`src/rtl/xbus_pkg.sv`:
```
// Shared XBUS widths, FSM state encodings and the decode-miss channel code.
package xbus_pkg;

    localparam int unsigned ADR_W = 32;
    localparam int unsigned DAT_W = 32;
    localparam int unsigned TAG_W = 3;
    localparam int unsigned SEL_W = 4;

    localparam logic [3:0] ERR_CH_MISS = 4'hF;

    localparam logic [1:0] StIdle = 2'd0;
    localparam logic [1:0] StReq  = 2'd1;
    localparam logic [1:0] StWait = 2'd2;
    localparam logic [1:0] StResp = 2'd3;

endpackage

```
`src/rtl/xbus_addr_decode.sv`:
```
// Combinational address decoder: maps an address to a channel inside the fabric window.
module xbus_addr_decode
    import xbus_pkg::*;
#(
    parameter int unsigned N_CH      = 4,
    parameter int unsigned CH_AW     = 16,
    parameter logic [31:0] BASE_ADDR = 32'hF000_0000
) (
    input  logic [ADR_W-1:0] adr_i,
    output logic             hit_o,
    output logic [3:0]       ch_o,
    output logic [N_CH-1:0]  ch_oh_o
);

    // A single-channel fabric still spends one address bit on the channel index.
    localparam int unsigned CW  = (N_CH > 1) ? $clog2(N_CH) : 1;
    localparam int unsigned TOP = CH_AW + CW;

    logic [ADR_W-1:0] idx;
    logic             tag_match;

    always_comb begin
        idx       = (adr_i >> CH_AW) & ((ADR_W'(1) << CW) - ADR_W'(1));
        tag_match = (adr_i >> TOP) == (BASE_ADDR >> TOP);
        hit_o     = tag_match && (idx < ADR_W'(N_CH));
        ch_o      = idx[3:0];
        ch_oh_o   = '0;
        for (int k = 0; k < int'(N_CH); k++) begin
            ch_oh_o[k] = hit_o && (idx == ADR_W'(k));
        end
    end

endmodule

```
`src/rtl/xbus_interconnect.sv`:
```
// XBUS fabric: one master to N_CH slaves, one outstanding access, fully registered outputs.
// Optional slave timeout is enabled with the XBUS_TIMEOUT_EN macro.
module xbus_interconnect
    import xbus_pkg::*;
#(
    parameter int unsigned N_CH      = 4,
    parameter int unsigned CH_AW     = 16,
    parameter logic [31:0] BASE_ADDR = 32'hF000_0000,
    parameter int unsigned TIMEOUT   = 255
) (
    input  logic                   clk_i,
    input  logic                   rst_i,
    input  logic [ADR_W-1:0]       m_adr_i,
    input  logic [DAT_W-1:0]       m_dat_i,
    input  logic [TAG_W-1:0]       m_tag_i,
    input  logic                   m_we_i,
    input  logic [SEL_W-1:0]       m_sel_i,
    input  logic                   m_stb_i,
    input  logic                   m_cyc_i,
    output logic [DAT_W-1:0]       m_dat_o,
    output logic                   m_ack_o,
    output logic                   m_err_o,
    output logic [ADR_W-1:0]       s_adr_o,
    output logic [DAT_W-1:0]       s_dat_o,
    output logic [TAG_W-1:0]       s_tag_o,
    output logic                   s_we_o,
    output logic [SEL_W-1:0]       s_sel_o,
    output logic [N_CH-1:0]        s_stb_o,
    output logic [N_CH-1:0]        s_cyc_o,
    input  logic [DAT_W*N_CH-1:0]  s_dat_i,
    input  logic [N_CH-1:0]        s_ack_i,
    input  logic [N_CH-1:0]        s_err_i,
    output logic [3:0]             err_ch_o
);

    logic [1:0]       state_q, state_d;
    logic             miss_q, miss_d;
    logic [3:0]       ch_q, ch_d, err_ch_q, err_ch_d;
    logic [N_CH-1:0]  ch_oh_q, ch_oh_d, s_stb_q, s_stb_d, s_cyc_q, s_cyc_d;
    logic             m_ack_q, m_ack_d, m_err_q, m_err_d;
    logic [DAT_W-1:0] m_dat_q, m_dat_d, dat_q, rd_dat;
    logic [ADR_W-1:0] adr_q;
    logic [TAG_W-1:0] tag_q;
    logic [SEL_W-1:0] sel_q;
    logic             we_q, latch;
    logic             dec_hit, sel_ack, sel_err;
    logic [3:0]       dec_ch;
    logic [N_CH-1:0]  dec_oh;

`ifdef XBUS_TIMEOUT_EN
    localparam int unsigned CNT_W = ($clog2(TIMEOUT + 1) > 8) ? $clog2(TIMEOUT + 1) : 8;
    logic [CNT_W-1:0] cnt_q, cnt_d;
`endif

    xbus_addr_decode #(
        .N_CH      (N_CH),
        .CH_AW     (CH_AW),
        .BASE_ADDR (BASE_ADDR)
    ) u_decode (
        .adr_i   (m_adr_i),
        .hit_o   (dec_hit),
        .ch_o    (dec_ch),
        .ch_oh_o (dec_oh)
    );

    always_comb begin
        sel_ack = |(s_ack_i & ch_oh_q);
        sel_err = |(s_err_i & ch_oh_q);
        rd_dat  = '0;
        for (int k = 0; k < int'(N_CH); k++) begin
            if (ch_oh_q[k]) rd_dat = rd_dat | s_dat_i[DAT_W*k +: DAT_W];
        end
    end

    always_comb begin
        state_d  = state_q;
        miss_d   = miss_q;
        ch_d     = ch_q;
        ch_oh_d  = ch_oh_q;
        err_ch_d = err_ch_q;
        s_stb_d  = '0;
        s_cyc_d  = s_cyc_q;
        m_ack_d  = 1'b0;
        m_err_d  = 1'b0;
        m_dat_d  = '0;
        latch    = 1'b0;
`ifdef XBUS_TIMEOUT_EN
        cnt_d    = cnt_q;
`endif
        case (state_q)
            StIdle: begin
                if (m_stb_i) begin
                    latch = 1'b1;
                    if (dec_hit) begin
                        ch_d    = dec_ch;
                        ch_oh_d = dec_oh;
                        s_stb_d = dec_oh;
                        s_cyc_d = dec_oh;
`ifdef XBUS_TIMEOUT_EN
                        cnt_d   = '0;
`endif
                        state_d = StReq;
                    end else begin
                        miss_d  = 1'b1;
                        state_d = StResp;
                    end
                end
            end
            StReq: begin
                if (!m_cyc_i) begin
                    s_cyc_d = '0;
                    state_d = StIdle;
                end else begin
                    state_d = StWait;
                end
            end
            StWait: begin
                // Abort beats any slave response arriving in the same cycle.
                if (!m_cyc_i) begin
                    s_cyc_d = '0;
                    state_d = StIdle;
                end else if (sel_err) begin
                    m_err_d  = 1'b1;
                    err_ch_d = ch_q;
                    s_cyc_d  = '0;
                    state_d  = StResp;
                end else if (sel_ack) begin
                    m_ack_d = 1'b1;
                    m_dat_d = we_q ? '0 : rd_dat;
                    s_cyc_d = '0;
                    state_d = StResp;
`ifdef XBUS_TIMEOUT_EN
                end else if (cnt_q == CNT_W'(TIMEOUT - 1)) begin
                    m_err_d  = 1'b1;
                    err_ch_d = ch_q;
                    s_cyc_d  = '0;
                    state_d  = StResp;
                end else begin
                    cnt_d = cnt_q + 1'b1;
`endif
                end
            end
            StResp: begin
                // A decode miss spends one extra RESP cycle so its error lands at cycle 2.
                if (miss_q) begin
                    m_err_d  = 1'b1;
                    err_ch_d = ERR_CH_MISS;
                    miss_d   = 1'b0;
                end else begin
                    state_d = StIdle;
                end
            end
            default: state_d = StIdle;
        endcase
    end

    always_ff @(posedge clk_i) begin
        if (rst_i) begin
            state_q  <= StIdle;
            miss_q   <= 1'b0;
            ch_q     <= '0;
            ch_oh_q  <= '0;
            err_ch_q <= '0;
            s_stb_q  <= '0;
            s_cyc_q  <= '0;
            m_ack_q  <= 1'b0;
            m_err_q  <= 1'b0;
            m_dat_q  <= '0;
            adr_q    <= '0;
            dat_q    <= '0;
            tag_q    <= '0;
            we_q     <= 1'b0;
            sel_q    <= '0;
`ifdef XBUS_TIMEOUT_EN
            cnt_q    <= '0;
`endif
        end else begin
            state_q  <= state_d;
            miss_q   <= miss_d;
            ch_q     <= ch_d;
            ch_oh_q  <= ch_oh_d;
            err_ch_q <= err_ch_d;
            s_stb_q  <= s_stb_d;
            s_cyc_q  <= s_cyc_d;
            m_ack_q  <= m_ack_d;
            m_err_q  <= m_err_d;
            m_dat_q  <= m_dat_d;
`ifdef XBUS_TIMEOUT_EN
            cnt_q    <= cnt_d;
`endif
            if (latch) begin
                adr_q <= m_adr_i;
                dat_q <= m_dat_i;
                tag_q <= m_tag_i;
                we_q  <= m_we_i;
                sel_q <= m_sel_i;
            end
        end
    end

    assign m_dat_o  = m_dat_q;
    assign m_ack_o  = m_ack_q;
    assign m_err_o  = m_err_q;
    assign s_adr_o  = adr_q;
    assign s_dat_o  = dat_q;
    assign s_tag_o  = tag_q;
    assign s_we_o   = we_q;
    assign s_sel_o  = sel_q;
    assign s_stb_o  = s_stb_q;
    assign s_cyc_o  = s_cyc_q;
    assign err_ch_o = err_ch_q;

endmodule

```
`config.mk`:
```
export PLATFORM = sky130hd
export DESIGN_NAME = xbus_interconnect
export DESIGN_NICKNAME = d
export VERILOG_FILES = /design/src/rtl/xbus_pkg.sv /design/src/rtl/xbus_addr_decode.sv /design/src/rtl/xbus_interconnect.sv
export SDC_FILE = /design/constraint.sdc
export NUM_CORES = 1
export LEC_CHECK = 0
export ABC_AREA = 1
export BUFFER_PORTS_ARGS = -buffer_cell sky130_fd_sc_hd__buf_2
export CORE_MARGIN = 10
export CORE_UTILIZATION = 46
export DETAILED_ROUTE_END_ITERATION = 8
export PLACE_DENSITY = 0.84
export SLEW_MARGIN = 20
export SYNTH_ARGS = -nofsm -noshare
export SYNTH_HDL_FRONTEND = slang
export SYNTH_SLANG_ARGS = --single-unit
```
`constraint.sdc`:
```
create_clock -name clk_i -period 2.4 [get_ports clk_i]
set_input_delay 0.48 -clock clk_i [delete_from_list [all_inputs] [get_ports clk_i]]
set_output_delay 0.48 -clock clk_i [all_outputs]
set_load 0.005 [all_outputs]
```
### Word-level counts from Yosys, hierarchy flattened

Cells that the tools add are included.
W data, S select, Z words.

* register bits: 127
* input port bits: 212
* output and inout port bits: 118
* word-level logic and storage cells: 96

* order comparisons: 1
* equal/unequal tests: 16
* mux-type cells: 33
* bitwise logic cells: 11
* reduce and logical (&&, ||, !) cells: 20

Operators by type and width (number)
* $mux W32: 4
* $or A32 B32 Y32: 3
* $mux W4: 9
* $logic_not A32 Y1: 1
* $ne A2 B2 Y1 const B: 8
* $eq A14 B14 Y1 const B: 1
* $mux W2: 7
* $pmux W4 S3: 1
* $reduce_or A4 Y1: 3
* $reduce_and A3 Y1: 3
* $reduce_or A9 Y1: 1
* $and A4 B4 Y4: 2
* $eq A2 B2 Y1 const B: 4
* $mux W1: 8
* $pmux W2 S4: 1
* $pmux W4 S2: 1
* $reduce_or A7 Y1: 1
* $not A1 Y1: 6
* $logic_and A1 B1 Y1: 5
* $reduce_and A5 Y1: 1
* $eq A2 B1 Y1 const B: 2
* $ne A4 B4 Y1 const B: 1
* $pmux W1 S2: 2
* $reduce_and A4 Y1: 1
* 4 further kinds: 5

### Depth between registers and ports, before layout

* depth after elaboration: 7
* mapped depth: 11
* depth with buffers taken out: 10

### By module

From an unflattened synthesis, not the netlist that was laid out.

* cells, all modules: 716
* area total of the unflattened synthesis: 5437.7 µm²

By module, submodules not included
* xbus_interconnect: times used 1, cells each 685, area an instance 5301.3 µm², sequential area each 2582.5 µm²
* xbus_addr_decode: times used 1, cells each 31, area an instance 136.4 µm², sequential area each 0.0 µm²

### Least setup slack after synthesis

No wires, ideal clock.

* path type: reg-to-reg
* start: reg state_q[0]
* end: reg s_cyc_q[1], in the netlist s_cyc_o[1]
* setup time: 0.113 ns
* arrival time: 1.343 ns
* data required time: 2.287 ns
* setup slack: 0.944 ns
* stages on the path, launching flop included: 9
* path buffers: 0
* clock period less this slack: 1.456 ns
* path through: dfxtp_1 -> inv_1 -> ha_1 -> inv_1 -> nor2_1 -> nor3b_1 -> nand3_2 -> nor2_1 -> nor2_1

* cells in the longest elaborated chain, start to end: 3
* elaborated cells on any way between the ends: 10
* those cells by class: eq/ne: 6; mux: 1; reduce/logical: 3

RTL lines
* from (decl): line xbus_interconnect.sv:36 `logic [1:0] state_q, state_d;`
* from (signal assigned): line xbus_interconnect.sv:159 `state_q <= StIdle;`
* from (signal assigned): line xbus_interconnect.sv:178 `state_q <= state_d;`
* $eq A2 B2 Y1, or another cell as far along: line xbus_interconnect.sv:90 `case (state_q)`
* $ne A4 B4 Y1 (no source line), or another cell as far along
* $reduce_and A5 Y1 (no source line)
* to (signal assigned): line xbus_interconnect.sv:184 `s_cyc_q <= s_cyc_d;`
* to (decl): line xbus_interconnect.sv:39 `logic [N_CH-1:0] ch_oh_q, ch_oh_d, s_stb_q, s_stb_d, s_cyc_q, s_cyc_d;`

Parallel ways exist; a longest one is shown, timed or not.
A chain may end at the register's enable or synchronous reset.

### Final worst setup path

* start: reg state_q[0]
* end: reg sel_q[0], in the netlist s_sel_o[0]

* cells in the longest elaborated chain, start to end: 2

RTL lines
* $logic_not A2 Y1: line xbus_interconnect.sv:90
* $mux W1: line xbus_interconnect.sv:90
* to (signal assigned): line xbus_interconnect.sv:196 `sel_q <= m_sel_i;`
* to (decl): line xbus_interconnect.sv:44 `logic [SEL_W-1:0] sel_q;`

No other way between the ends.

==> flow_summary.toml <==
[placed_design]
port_buffers = 329
placed_area_mm2 = 0.00695
globalplace.congestion = 0.954
post-place-ws_ps = 522
detailedPlacementHpwl_mm = 16.4

[synthesis]
mappedNetlistArea_mm2 = 0.00526
flip_flop_and_latch_count_after_synthesis = 126
synth_edf_count = 0
synth_warnings = 0
synth-main-ff-cell = "sky130_fd_sc_hd__dfxtp_1"
synth-async-reset-ratio_pct = 0
mappedNetlistNets = 889
seq_area_frac_synth_pct = 48.0
postSynthAreaPerCell_um2 = 7.84
synth.lib_cells_used.distinct = 32
synth_cells = 671

[floorplan]
start_util_pct = 47.7
floorplan.die.height_um = 127
fp-row-count = 38
coreArea_mm2 = 0.0110
dieWidth_um = 127
top_level_ports = 330
dieArea_mm2 = 0.0161

[finish]
final-seq-area_mm2 = 0.00252
layout.filler_cells = 924
mostFrequentLayoutCell = "sky130_fd_sc_hd__buf_2"
design_area_mm2 = 0.00754
share_of_cells_above_drive_strength_1_pct = 41.8
layout.nets = 1204
syn2layout_area_growth_pct = 43.4
multi_input_area_mm2 = 0.00238
top_library_cells_by_usage_in_the_layout_fill_and_taps_aside = "sky130_fd_sc_hd__buf_2 (329), sky130_fd_sc_hd__nor2_1 (170), sky130_fd_sc_hd__dfxtp_1 (126), sky130_fd_sc_hd__nand2_1 (87), sky130_fd_sc_hd__o21ai_0 (75)"

[sta]
setup_tns_ps = 0
setup_slack_ps = 518
finClkSkew_ps = 10.1
slew_headroom_pct = 64.7
hold_violations = 0
slew_viol_final = 0
finalWorstPathRequiredPeriod_ps = 1880
layout_worst_path_cycle_share_pct = 78.4
worst_pin_slew_ps = 528
setup_viol = 0
grt_setup_unrepaired = "false"
fmax_ghz = 0.531
final.hold.worst_slack_ps = 315

[clock_tree]
cts.path.max_buffers = 2
cts_root_buffer_type = "sky130_fd_sc_hd__clkbuf_16"
post_cts_hold_buffer_count = 0
post_cts.repair.setup_buffers = 0
cts_tree = "done"
clkTransAtPathRegs_ps = 50
tritoncts.num_buffers = 17
clock_sink_count = 126
ctsHtreeMaxLevel = 4
cts_resized = 0
clk_latency_ps = 410

[global_routing]
grt_pass1_vias = 5565
grt_pass1_wl_mm = 30.9
grt-ovfl-total = 0
grt_antenna_before_repair = 7
pin_count_of_the_biggest_net_entering_global_routing = 49
grt_usage_pct = 24.3

[detailed_routing]
dr_pass1_iterations = 5
detailroute.via_count = 5762
drcViolationCount = 0
detail_route.wirelength_mm = 20.9
first_iter_violations = 345
vias_per_cell = 5.04
drt-wirelength-per-cell_um = 18.2
postRouteAntennaNets = 0

[worst_setup_path]
startpoint_type = "flop"
worstSetupEndpointType = "flop"
cp_data_arrival_time_ps = 2220
crit_type = "reg -> reg"
path_delay_family = "buffers and inverters"
cp_slowest_cell = "sky130_fd_sc_hd__buf_4"
cpPeakStageDelay_ps = 420
critPathMostFrequentCell = "sky130_fd_sc_hd__nor2_1"
critical_path.max_fanout = 44
required_ps = 2740
path_buf_inv = 3
r2r_slack_ps = 520
critical_path.cell_chain = "inv_1, ha_1, nand2_4, inv_2, buf_4, nor2_1, nor2_1"

[power]
net-switching-power_mw = 2.15
netSwitchingFraction_pct = 30.6
internal-power_mw = 4.87
fin_total_pwr_mw = 7.02
power-per-cell-area_mw_per_mm2 = 932
fraction_of_power_consumed_by_the_clock_network_pct = 35.6
comb_power_share_pct = 26.2
max-vdd-ir-drop_v = 0.000706
power.sequential.fraction_pct = 38.2
power.leakage_nw = 3.75

[run_status]
outcome = "completed"

[worst_hold_path]
hold_path.class = "in -> reg"

[flow_run]
max_cap_viol_count = 0
-- sequential cells by signal, summed over array words and instances (netlist names), 3 cells and up --
| name | flops |
|---|---|
| m_dat_o | 32 |
| s_adr_o | 32 |
| s_dat_o | 32 |
| ch_oh_q | 4 |
| s_cyc_o | 4 |
| s_sel_o | 4 |
| s_stb_o | 4 |
| err_ch_o | 3 |
| s_tag_o | 3 |
-- synth_stat cells (2+ instances only) --
cell type,n,area (um^2)
sky130_fd_sc_hd__inv_2,3,11.3
sky130_fd_sc_hd__nor2_1,170,638
sky130_fd_sc_hd__nor2_4,2,22.5
sky130_fd_sc_hd__o21ai_0,75,375
sky130_fd_sc_hd__nand4_1,2,12.5
sky130_fd_sc_hd__nand3_1,2,10.0
sky130_fd_sc_hd__nor2_2,3,18.8
sky130_fd_sc_hd__buf_4,8,60.1
sky130_fd_sc_hd__a21oi_2,30,263
sky130_fd_sc_hd__dfxtp_1,126,2520
sky130_fd_sc_hd__nand2_1,87,327
sky130_fd_sc_hd__buf_6,5,56.3
sky130_fd_sc_hd__a22o_1,32,280
sky130_fd_sc_hd__o21ai_1,3,15.0
sky130_fd_sc_hd__ha_1,6,75.1
sky130_fd_sc_hd__buf_2,6,30.0
sky130_fd_sc_hd__inv_1,27,101
sky130_fd_sc_hd__a21oi_1,43,215
sky130_fd_sc_hd__nand3_2,3,30.0
sky130_fd_sc_hd__clkbuf_1,24,90.1
sky130_fd_sc_hd__nand2_2,3,18.8
-- layout make-up --
| class | count | share of cell area, % |
|---|---|---|
| antenna | 6 | 0.199 |
| multi-input combinational | 471 | 31.6 |
| tap | 140 | 2.32 |
| clock inverter | 6 | 1.10 |
| timing repair buffer | 340 | 23.3 |
| clock buffer | 25 | 6.57 |
| sequential | 126 | 33.5 |
| inverter | 30 | 1.49 |
-- layer usage --
layer | global-route usage [%] | vias to the layer above | wire (um)
li1 | - | 2833 | -
met2 | 42.9 | 276 | 10900
met5 | 0 | - | 13
met4 | 11.3 | 2 | 554
met1 | 24.7 | 2617 | 7270
met3 | 9.37 | 34 | 2120
-- worst register-to-register path: stages (launching register included) --
cell and delay, ps:
sky130_fd_sc_hd__dfxtp_1 350, sky130_fd_sc_hd__inv_1 120, sky130_fd_sc_hd__ha_1 270, sky130_fd_sc_hd__nand2_4 260
sky130_fd_sc_hd__inv_2 180, sky130_fd_sc_hd__buf_4 420, sky130_fd_sc_hd__nor2_1 90, sky130_fd_sc_hd__nor2_1 120
-- power by group through the flow --
stage	clock network, mW	registers, mW	logic [mW]
3_3_place_gp	0	2.71	1.80
2_1_floorplan	0	2.76	0.992
3_5_place_dp	0	2.72	1.85
5_1_grt	2.64	2.73	2.09
4_1_cts	2.55	2.69	1.86
6_report	2.50	2.68	1.84
-- cells by family after synthesis --
| kind of cell | after synthesis | synth area share [%] |
|---|---|---|
| fa+ha+maj | 6 | 1.43 |
| compound gates | 186 | 22.3 |
| simple gates | 279 | 21.6 |
| buf+inv | 74 | 6.73 |
| flops | 126 | 48.0 |
-- through the flow --
step           cells  util [%]
6_report        1144      68.4
5_1_grt         1144      68.4
4_1_cts         1138      68.2
3_5_place_dp    1107      63.0
3_3_place_gp    1107      63.0
2_1_floorplan    671         -
-- path summary, 6_finish.rpt --
path	from	endpoint	cells after the start
max	state_q[0]$_SDFFE_PP0P_	s_sel_o[0]$_SDFFE_PP0P_	7
max reg2reg	state_q[0]$_SDFFE_PP0P_	s_sel_o[0]$_SDFFE_PP0P_	7
min	m_adr_i[15]	s_adr_o[15]$_SDFFE_PP0P_	3
min reg2reg	s_adr_o[11]$_SDFFE_PP0P_	s_adr_o[11]$_SDFFE_PP0P_	2
(Power assumes the default switching activity.)
